===== config.mk =====
export PLATFORM = sky130hd
export DESIGN_NAME = preg_free_list_flat
export DESIGN_NICKNAME = d
export VERILOG_FILES = /design/src/rtl/preg_free_list_if.sv /design/src/rtl/preg_free_list.sv /design/src/flat_wrapper.sv
export SDC_FILE = /design/constraint.sdc
export NUM_CORES = 1
export LEC_CHECK = 0
export ABC_AREA = 1
export BUFFER_PORTS_ARGS = -buffer_cell sky130_fd_sc_hd__clkbuf_2
export CAP_MARGIN = 20
export CORE_ASPECT_RATIO = 1.75
export CORE_MARGIN = 3
export CORE_UTILIZATION = 30
export CTS_CLUSTER_DIAMETER = 120
export DETAILED_ROUTE_END_ITERATION = 6
export SLEW_MARGIN = 20
export SYNTH_ARGS = -nofsm -noshare
export SYNTH_HDL_FRONTEND = slang
export SYNTH_SLANG_ARGS = --single-unit

===== constraint.sdc =====
create_clock -name i_clk -period 5.5 [get_ports i_clk]
set_input_delay 0.825 -clock i_clk [delete_from_list [all_inputs] [get_ports i_clk]]
set_output_delay 0.825 -clock i_clk [all_outputs]
set_load 0.05 [all_outputs]

===== src/rtl/preg_free_list_if.sv =====
// Free-list handshake bundle between rename/retire and the physical register
// free list. The master side (rename + retire) drives requests and releases;
// the slave side (free list) answers with grants, pregs and status.
interface preg_free_list_if #(
    parameter int NUM_PREGS = 64,
    parameter int NUM_AREGS = 32
);
    localparam int DEPTH = NUM_PREGS - NUM_AREGS;
    localparam int PW    = $clog2(NUM_PREGS);
    localparam int CW    = $clog2(DEPTH + 1);

    logic [0:1]          alloc_req;
    logic                alloc_gnt;
    logic [0:1][PW-1:0]  alloc_preg;
    logic [0:1]          free_valid;
    logic [0:1][PW-1:0]  free_pregs;
    logic [CW-1:0]       count;
    logic                empty;
    logic                err;

    modport master (
        output alloc_req, free_valid, free_pregs,
        input  alloc_gnt, alloc_preg, count, empty, err
    );

    modport slave (
        input  alloc_req, free_valid, free_pregs,
        output alloc_gnt, alloc_preg, count, empty, err
    );
endinterface


===== src/rtl/preg_free_list.sv =====
// Circular free list of physical registers for the rename stage.
// Hands out up to two pregs per cycle (all-or-nothing) and reclaims up to two
// pregs per cycle from retire. Pointers wrap modulo DEPTH, which need not be a
// power of two. Preg 0 is never reclaimed.
// Optional feature: define PREG_FREELIST_DUPCHK_EN to keep a per-preg free
// vector that rejects double frees (whole release set dropped, err raised).
module preg_free_list #(
    parameter int NUM_PREGS = 64,
    parameter int NUM_AREGS = 32
) (
    input  logic            i_clk,
    input  logic            i_rst,
    preg_free_list_if.slave fl
);
    localparam int DEPTH = NUM_PREGS - NUM_AREGS;
    localparam int PW    = $clog2(NUM_PREGS);
    localparam int CW    = $clog2(DEPTH + 1);
    localparam int AW    = (DEPTH > 1) ? $clog2(DEPTH) : 1;

    logic [PW-1:0] mem [DEPTH];
    logic [AW-1:0] head;
    logic [AW-1:0] tail;
    logic [CW-1:0] count;
    logic          err;

    logic [1:0]    nalloc;
    logic [1:0]    nalloc_acc;
    logic [1:0]    nrel;
    logic          gnt;
    logic [0:1]    rel_ok;
    logic [AW-1:0] rd_idx1;
    logic [AW-1:0] wr_idx1;
    logic [AW-1:0] head_next;
    logic [AW-1:0] tail_next;
    logic [CW:0]   occ_post;
    logic          overflow;
    logic          dup;
    logic          rel_accept;

    // Advance a pointer by one, wrapping at DEPTH-1.
    function automatic logic [AW-1:0] ptr_inc(input logic [AW-1:0] p);
        return (p == AW'(DEPTH - 1)) ? '0 : p + 1'b1;
    endfunction

    // Advance a pointer by 0, 1 or 2 positions.
    function automatic logic [AW-1:0] ptr_add(input logic [AW-1:0] p, input logic [1:0] n);
        logic [AW-1:0] r;
        r = p;
        if (n != 2'd0) r = ptr_inc(r);
        if (n == 2'd2) r = ptr_inc(r);
        return r;
    endfunction

    // Number of set bits in a two-slot mask.
    function automatic logic [1:0] pop2(input logic [0:1] v);
        return {1'b0, v[0]} + {1'b0, v[1]};
    endfunction

    // Grant decision, read addressing and release acceptance for this cycle.
    always_comb begin
        nalloc     = pop2(fl.alloc_req);
        gnt        = ((CW+1)'(nalloc) <= (CW+1)'(count));
        nalloc_acc = gnt ? nalloc : 2'd0;
        // A lone slot-1 request is compacted onto the head entry.
        rd_idx1    = (fl.alloc_req[1] && !fl.alloc_req[0]) ? head : ptr_inc(head);

        rel_ok[0]  = fl.free_valid[0] && (fl.free_pregs[0] != '0);
        rel_ok[1]  = fl.free_valid[1] && (fl.free_pregs[1] != '0);
        nrel       = pop2(rel_ok);
        wr_idx1    = rel_ok[0] ? ptr_inc(tail) : tail;

        // Space is judged after this cycle's allocation has been taken out.
        occ_post   = (CW+1)'(count) - (CW+1)'(nalloc_acc) + (CW+1)'(nrel);
        overflow   = (occ_post > (CW+1)'(DEPTH));
        rel_accept = !overflow && !dup;

        head_next  = ptr_add(head, nalloc_acc);
        tail_next  = ptr_add(tail, rel_accept ? nrel : 2'd0);
    end

    assign fl.alloc_gnt     = gnt;
    assign fl.alloc_preg[0] = mem[head];
    assign fl.alloc_preg[1] = mem[rd_idx1];
    assign fl.count         = count;
    assign fl.empty         = (count == '0);
    assign fl.err           = err;

    // Pointer, occupancy and sticky error state; reset wins over any request.
    always_ff @(posedge i_clk) begin
        if (i_rst) begin
            head  <= '0;
            tail  <= '0;
            count <= CW'(DEPTH);
            err   <= 1'b0;
        end else begin
            head  <= head_next;
            tail  <= tail_next;
            count <= rel_accept ? occ_post[CW-1:0] : (count - CW'(nalloc_acc));
            err   <= err | overflow | dup;
        end
    end

    // FIFO storage: preloaded with the unmapped pregs, written compactly at tail.
    always_ff @(posedge i_clk) begin
        if (i_rst) begin
            for (int i = 0; i < DEPTH; i++) begin
                mem[i] <= PW'(NUM_AREGS + i);
            end
        end else if (rel_accept) begin
            if (rel_ok[0]) mem[tail]    <= fl.free_pregs[0];
            if (rel_ok[1]) mem[wr_idx1] <= fl.free_pregs[1];
        end
    end

`ifdef PREG_FREELIST_DUPCHK_EN
    logic [NUM_PREGS-1:0] free_vec;

    // A release is a duplicate if the preg is already free or both slots name it.
    always_comb begin
        dup = 1'b0;
        if (rel_ok[0] && free_vec[fl.free_pregs[0]]) dup = 1'b1;
        if (rel_ok[1] && free_vec[fl.free_pregs[1]]) dup = 1'b1;
        if (rel_ok[0] && rel_ok[1] && (fl.free_pregs[0] == fl.free_pregs[1])) dup = 1'b1;
    end

    // Track which pregs currently sit in the free list.
    always_ff @(posedge i_clk) begin
        if (i_rst) begin
            for (int i = 0; i < NUM_PREGS; i++) begin
                free_vec[i] <= (i >= NUM_AREGS);
            end
        end else begin
            if (gnt && fl.alloc_req[0]) free_vec[fl.alloc_preg[0]] <= 1'b0;
            if (gnt && fl.alloc_req[1]) free_vec[fl.alloc_preg[1]] <= 1'b0;
            if (rel_accept && rel_ok[0]) free_vec[fl.free_pregs[0]] <= 1'b1;
            if (rel_accept && rel_ok[1]) free_vec[fl.free_pregs[1]] <= 1'b1;
        end
    end
`else
    assign dup = 1'b0;
`endif
endmodule


===== src/flat_wrapper.sv =====
// flat-port wrapper written by rule: the top's interface ports become plain ports
module preg_free_list_flat 
#(
    parameter int NUM_PREGS = 64,
    parameter int NUM_AREGS = 32
)
  (i_clk, i_rst, fl_alloc_req, fl_free_valid, fl_free_pregs, fl_alloc_gnt, fl_alloc_preg, fl_count, fl_empty, fl_err);
  preg_free_list_if #(.NUM_PREGS(NUM_PREGS), .NUM_AREGS(NUM_AREGS)) fl_i ();
  input  logic i_clk;
  input  logic i_rst;
  input wire logic [$bits(fl_i.alloc_req)-1:0] fl_alloc_req;
  input wire logic [$bits(fl_i.free_valid)-1:0] fl_free_valid;
  input wire logic [$bits(fl_i.free_pregs)-1:0] fl_free_pregs;
  output wire logic [$bits(fl_i.alloc_gnt)-1:0] fl_alloc_gnt;
  output wire logic [$bits(fl_i.alloc_preg)-1:0] fl_alloc_preg;
  output wire logic [$bits(fl_i.count)-1:0] fl_count;
  output wire logic [$bits(fl_i.empty)-1:0] fl_empty;
  output wire logic [$bits(fl_i.err)-1:0] fl_err;
  assign fl_i.alloc_req = fl_alloc_req;
  assign fl_i.free_valid = fl_free_valid;
  assign fl_i.free_pregs = fl_free_pregs;
  assign fl_alloc_gnt = fl_i.alloc_gnt;
  assign fl_alloc_preg = fl_i.alloc_preg;
  assign fl_count = fl_i.count;
  assign fl_empty = fl_i.empty;
  assign fl_err = fl_i.err;
  preg_free_list #(.NUM_PREGS(NUM_PREGS), .NUM_AREGS(NUM_AREGS)) u_core (.i_clk(i_clk), .i_rst(i_rst), .fl(fl_i));
endmodule

==> impl_summary.md <==
Status
The flow ran to the end, but the final reports show violations. The final reports fail on DRC.

Synth
In the post-synthesis netlist, the cell with the most instances is o21ai_0. edfxtp_1 takes more of the synthesized area than any other cell. Multiplexer cells account for 0.636% of the synthesized area. The number of different library cells used by synthesis comes to 46. The simple-gate portion of the synthesized area is 22.1%. For this run, the number of Yosys warnings is 0. Sorting the synthesized cells by how often they occur yields o21ai_0, nor2_1, nand2_1. The register bit count reported by yosys is 209. The proportion of synthesized chip area in sequential cells is 43.1%. By area, the combinational part of the netlist is dominated by compound AO/OA/AOI/OAI gates.

Counting flops with a built-in enable in the synthesized netlist gives 192. The synthesized-area fraction occupied by adder cells is around 2.9%. In the post-synthesis netlist, the biggest area contributors are edfxtp_1, o21ai_0, nor2_1.

The synthesized area is 0.0142 mm². In the synthesized netlist the async set-or-reset flop fraction comes to 0%. The synthesized netlist devotes 23.2% of its cell area to compound gates. After synthesis, the mean cell area works out to 7.65 µm². Among all flip-flop cells after synthesis, the most frequent one is edfxtp_1. Of the post-synthesis cell area, the dominant cell type holds 40.7%. Synthesis produced a netlist whose cell count is 1853.

The number of nets handed over by synthesis was 1902. The xor-xnor portion of the synthesized cell area is less than 1%.

CTS
Buffers inserted during clock tree synthesis total 22. The number of H-tree branching levels is 1. The number of buffers on the longest clock path is 3. The number of setup buffers added after CTS is 0.

In this run the clock root is driven by a clkbuf_16. TritonCTS built the clock tree. The insertion delay to the later sink of the worst-skew pair is 530 ps. The number of buffers inserted by hold repair at cts is 0. Clock tree synthesis found a total of between 200 and 250 sinks. Gates resized during post-CTS repair numbered 0.

Clock-pin slew was measured on the worst setup and hold paths at 70 ps.

Pwr
In this run switching power makes up 45.0% of total power. The cell-internal power is 3.49 mW. Summed over all cells, the static leakage comes to 5.76 nW. Combinational logic is responsible for between 40% and 50% of the overall power. IR analysis of the VDD net gives a maximum drop of 0.230 mV. The fraction of power consumed by sequential logic is 30.7%. The areal power density over the cells is ~390 mW/mm². Summed over all nets, the switching power comes to 2.85 mW. The clock network burns 22.6% of the power.

Cells and area
After the last flow step, the layout net total stands at 1944. The number of diodes added for antenna fixing is 0. The signed area change from the synthesized netlist to the final layout is 14.4%. After filler insertion, the fill cell instance count of the layout stands at 4793.

Of the cells placed in the final design, the portion with a size suffix greater than 1 is between 10 and 15%.

Critical path
The worst flop-to-flop path startpoint is u_core.fl.count[1]. The element type at the critical path start is a flip-flop. Together, buffers and inverters on the worst path number 2. The peak per-stage delay on the critical path is 580 ps.

The category of cells accounting for the largest share of critical-path delay is simple AND/OR/NAND/NOR gates. The signal on the critical path passes through ha_1 -> nand2_1 -> nor2_1 -> ha_1 -> nor2_1 -> nand2_1 -> nand2_2 -> buf_4 -> nor2_1 -> o311ai_0 -> o211ai_1 -> nand2_1 -> nand2_1 -> nand2_1 -> buf_12. For the worst setup path, the data required time is 4680 ps. STA classifies the critical path endpoint as a primary output.

The count of cells along the worst register-to-register path is 21. The capture point of the worst reg-to-reg path is u_core.mem[31][4]. Setup slack on the worst reg-to-reg path comes out at 900 ps. The critical path data arrival time is 3970 ps. The slowest stage of the critical path is the o311ai_0 cell.

The largest driver fanout on the critical path is 50. The critical path is of the flip-flop to primary output type. The most numerous cell type found on the critical path is nand2_1.

STA
The achievable frequency is between 200 and 250 MHz. The final critical-path share of the clock period is 87.3%. The headroom to the max-slew limit is between 20% and 30%. The max-slew violation total from the final report was 0.

Setup repair after global routing left no endpoint under its margin. The pin slew with the least headroom to its limit is 1150 ps. Setup violations remaining at the end of the flow were counted as 0.

The clock arrives with 15.3 ps of skew. The number of failing hold endpoints at the final stage is 0. The final period demand of the worst path is 4800 ps. In the final timing run, aggregate negative setup slack is 0 ps.

Setup slack on the critical path of the routed design comes to 701 ps.

Place
The detailed placer's ending HPWL is 43100 µm. The worst slack after detailed placement is ~250 ps. The congestion estimate from routability-driven global placement came to between 0.9 and 1.

Buffers placed on the I/O ports in this run total 38.

Hold path
The cell count of the worst hold path is 2. The worst hold path begins at u_core.fl.err. The worst min-delay path category is flip-flop to flip-flop.

The worst hold path terminates at u_core.fl.err.

GRT
The via count of the first global-routing pass was 14077. The global router's overall resource usage is 23.3%. The initial antenna violation count is 0.

The total overflow left after global routing is 0. The first global-routing pass estimated 87000 µm of wire. The largest net degree at the start of global routing is 68.

Detailed routing
After the first detailed-routing iteration, the DRC count stood at 1659. The final layout contains routed wiring with a total length of 60200 µm. In the final routed layout, each cell accounts on average for 24.1 µm. The detailed-route DRC error count is 2. In the routed layout, each cell is associated on average with a via count of 5.87. Across all layers, the routed design uses 14635 vias. The first detailed-routing pass ran for 7 iterations. The antenna violation net count after detailed routing is 0.

Die
The floorplan row count is roughly 100. 39 I/O pins were placed. The die is between 150 and 200 µm wide. The initial core utilization is 30.6%.

The die covers 0.0500 mm². The die is 294 µm tall. The area inside the core boundary is 0.0463 mm².

Run
Max-cap violations in this run came to 0.
## worst min-delay path: stages (launching register included)
cell     delay (ps)
dfxtp_1         320
o21ai_0          80
inv_1            50
## worst max-delay path by stage
stage	start	end	slack, ps	cells after the start
finish	u_core.head[0]	fl_alloc_preg[0]	700	15
global route	fl_alloc_req[1]	u_core.tail[4]	480	28
CTS	u_core.head[0]	fl_alloc_preg[0]	750	15
detailed placement	fl_alloc_req[1]	u_core.tail[4]	250	28
global placement	fl_alloc_req[1]	u_core.tail[4]	220	28
floorplan	fl_alloc_req[0]	u_core.tail[4]	70	25
## cells by family after synthesis
family / count (synthesis)
xor+xnor: 7
simple gates: 728
compound gates: 592
mux: 9
buf+inv: 277
flops: 209
fa+ha+maj: 31
## power groups by stage
stage | Combinational, mW | Sequential (mW) | Clock (mW)
after floorplan | 1.80 | 2.00 | 0
after global placement | 2.88 | 1.98 | 0
after detailed placement | 2.90 | 1.98 | 0
after CTS | 2.91 | 1.95 | 1.45
after global routing | 3.18 | 1.96 | 1.50
final | 2.96 | 1.95 | 1.44
## cell usage in the layout, fill, tap and decap left out, types with 5 or more instances in the layout
cell	instances
ha_1	28
nand3_1	140
buf_4	109
inv_1	135
nand4_1	9
o22ai_1	64
nor2_1	323
inv_2	9
mux2i_1	9
a21oi_1	70
nor2_2	6
nor2_4	5
edfxtp_1	192
xor2_1	6
o221ai_1	40
clkinv_1	5
clkbuf_16	23
o21ai_1	49
dfxtp_1	16
clkbuf_2	32
nand2_1	206
buf_12	9
nor3_2	8
o21ai_0	337
o211ai_1	16
nor3_1	12
## state kept, by name, summed over array words and instances, names as in the netlist
register and count:
u_core.fl.count 6, u_core.fl.err 1, u_core.head 5, u_core.mem 192, u_core.tail 5
## layout make-up
cell class                      instances  area [µm²]  share of cell area [%]
Multi-Input combinational cell       1367        7000                    43.2
Sequential cell                       209        6110                    37.7
Timing Repair Buffer                  150        1160                    7.15
Tap cell                              583         729                    4.50
Clock buffer                           27         591                    3.64
Inverter                              145         544                    3.36
Clock inverter                         13        77.6                   0.479
## per-stage QoR
step	hold slack (ps)	std cells	instance area [µm²]	util [%]	total power [mW]
6_report	482	2494	16200	35.0	6.34
5_1_grt	575	2494	16200	35.0	6.64
2_1_floorplan	690	1853	14200	-	3.80
3_5_place_dp	467	2454	15500	33.5	4.88
3_3_place_gp	478	2454	15500	33.5	4.86
4_1_cts	486	2494	16200	35.0	6.30
## routing by layer
layer	vias up	track usage, %	wire [µm]
met3	303	2.91	4590
met1	6830	23.8	19300
li1	6584	-	-
met4	0	20.5	6400
met5	-	0	0
met2	918	41.3	29900
Power figures use the tool's default switching activity.
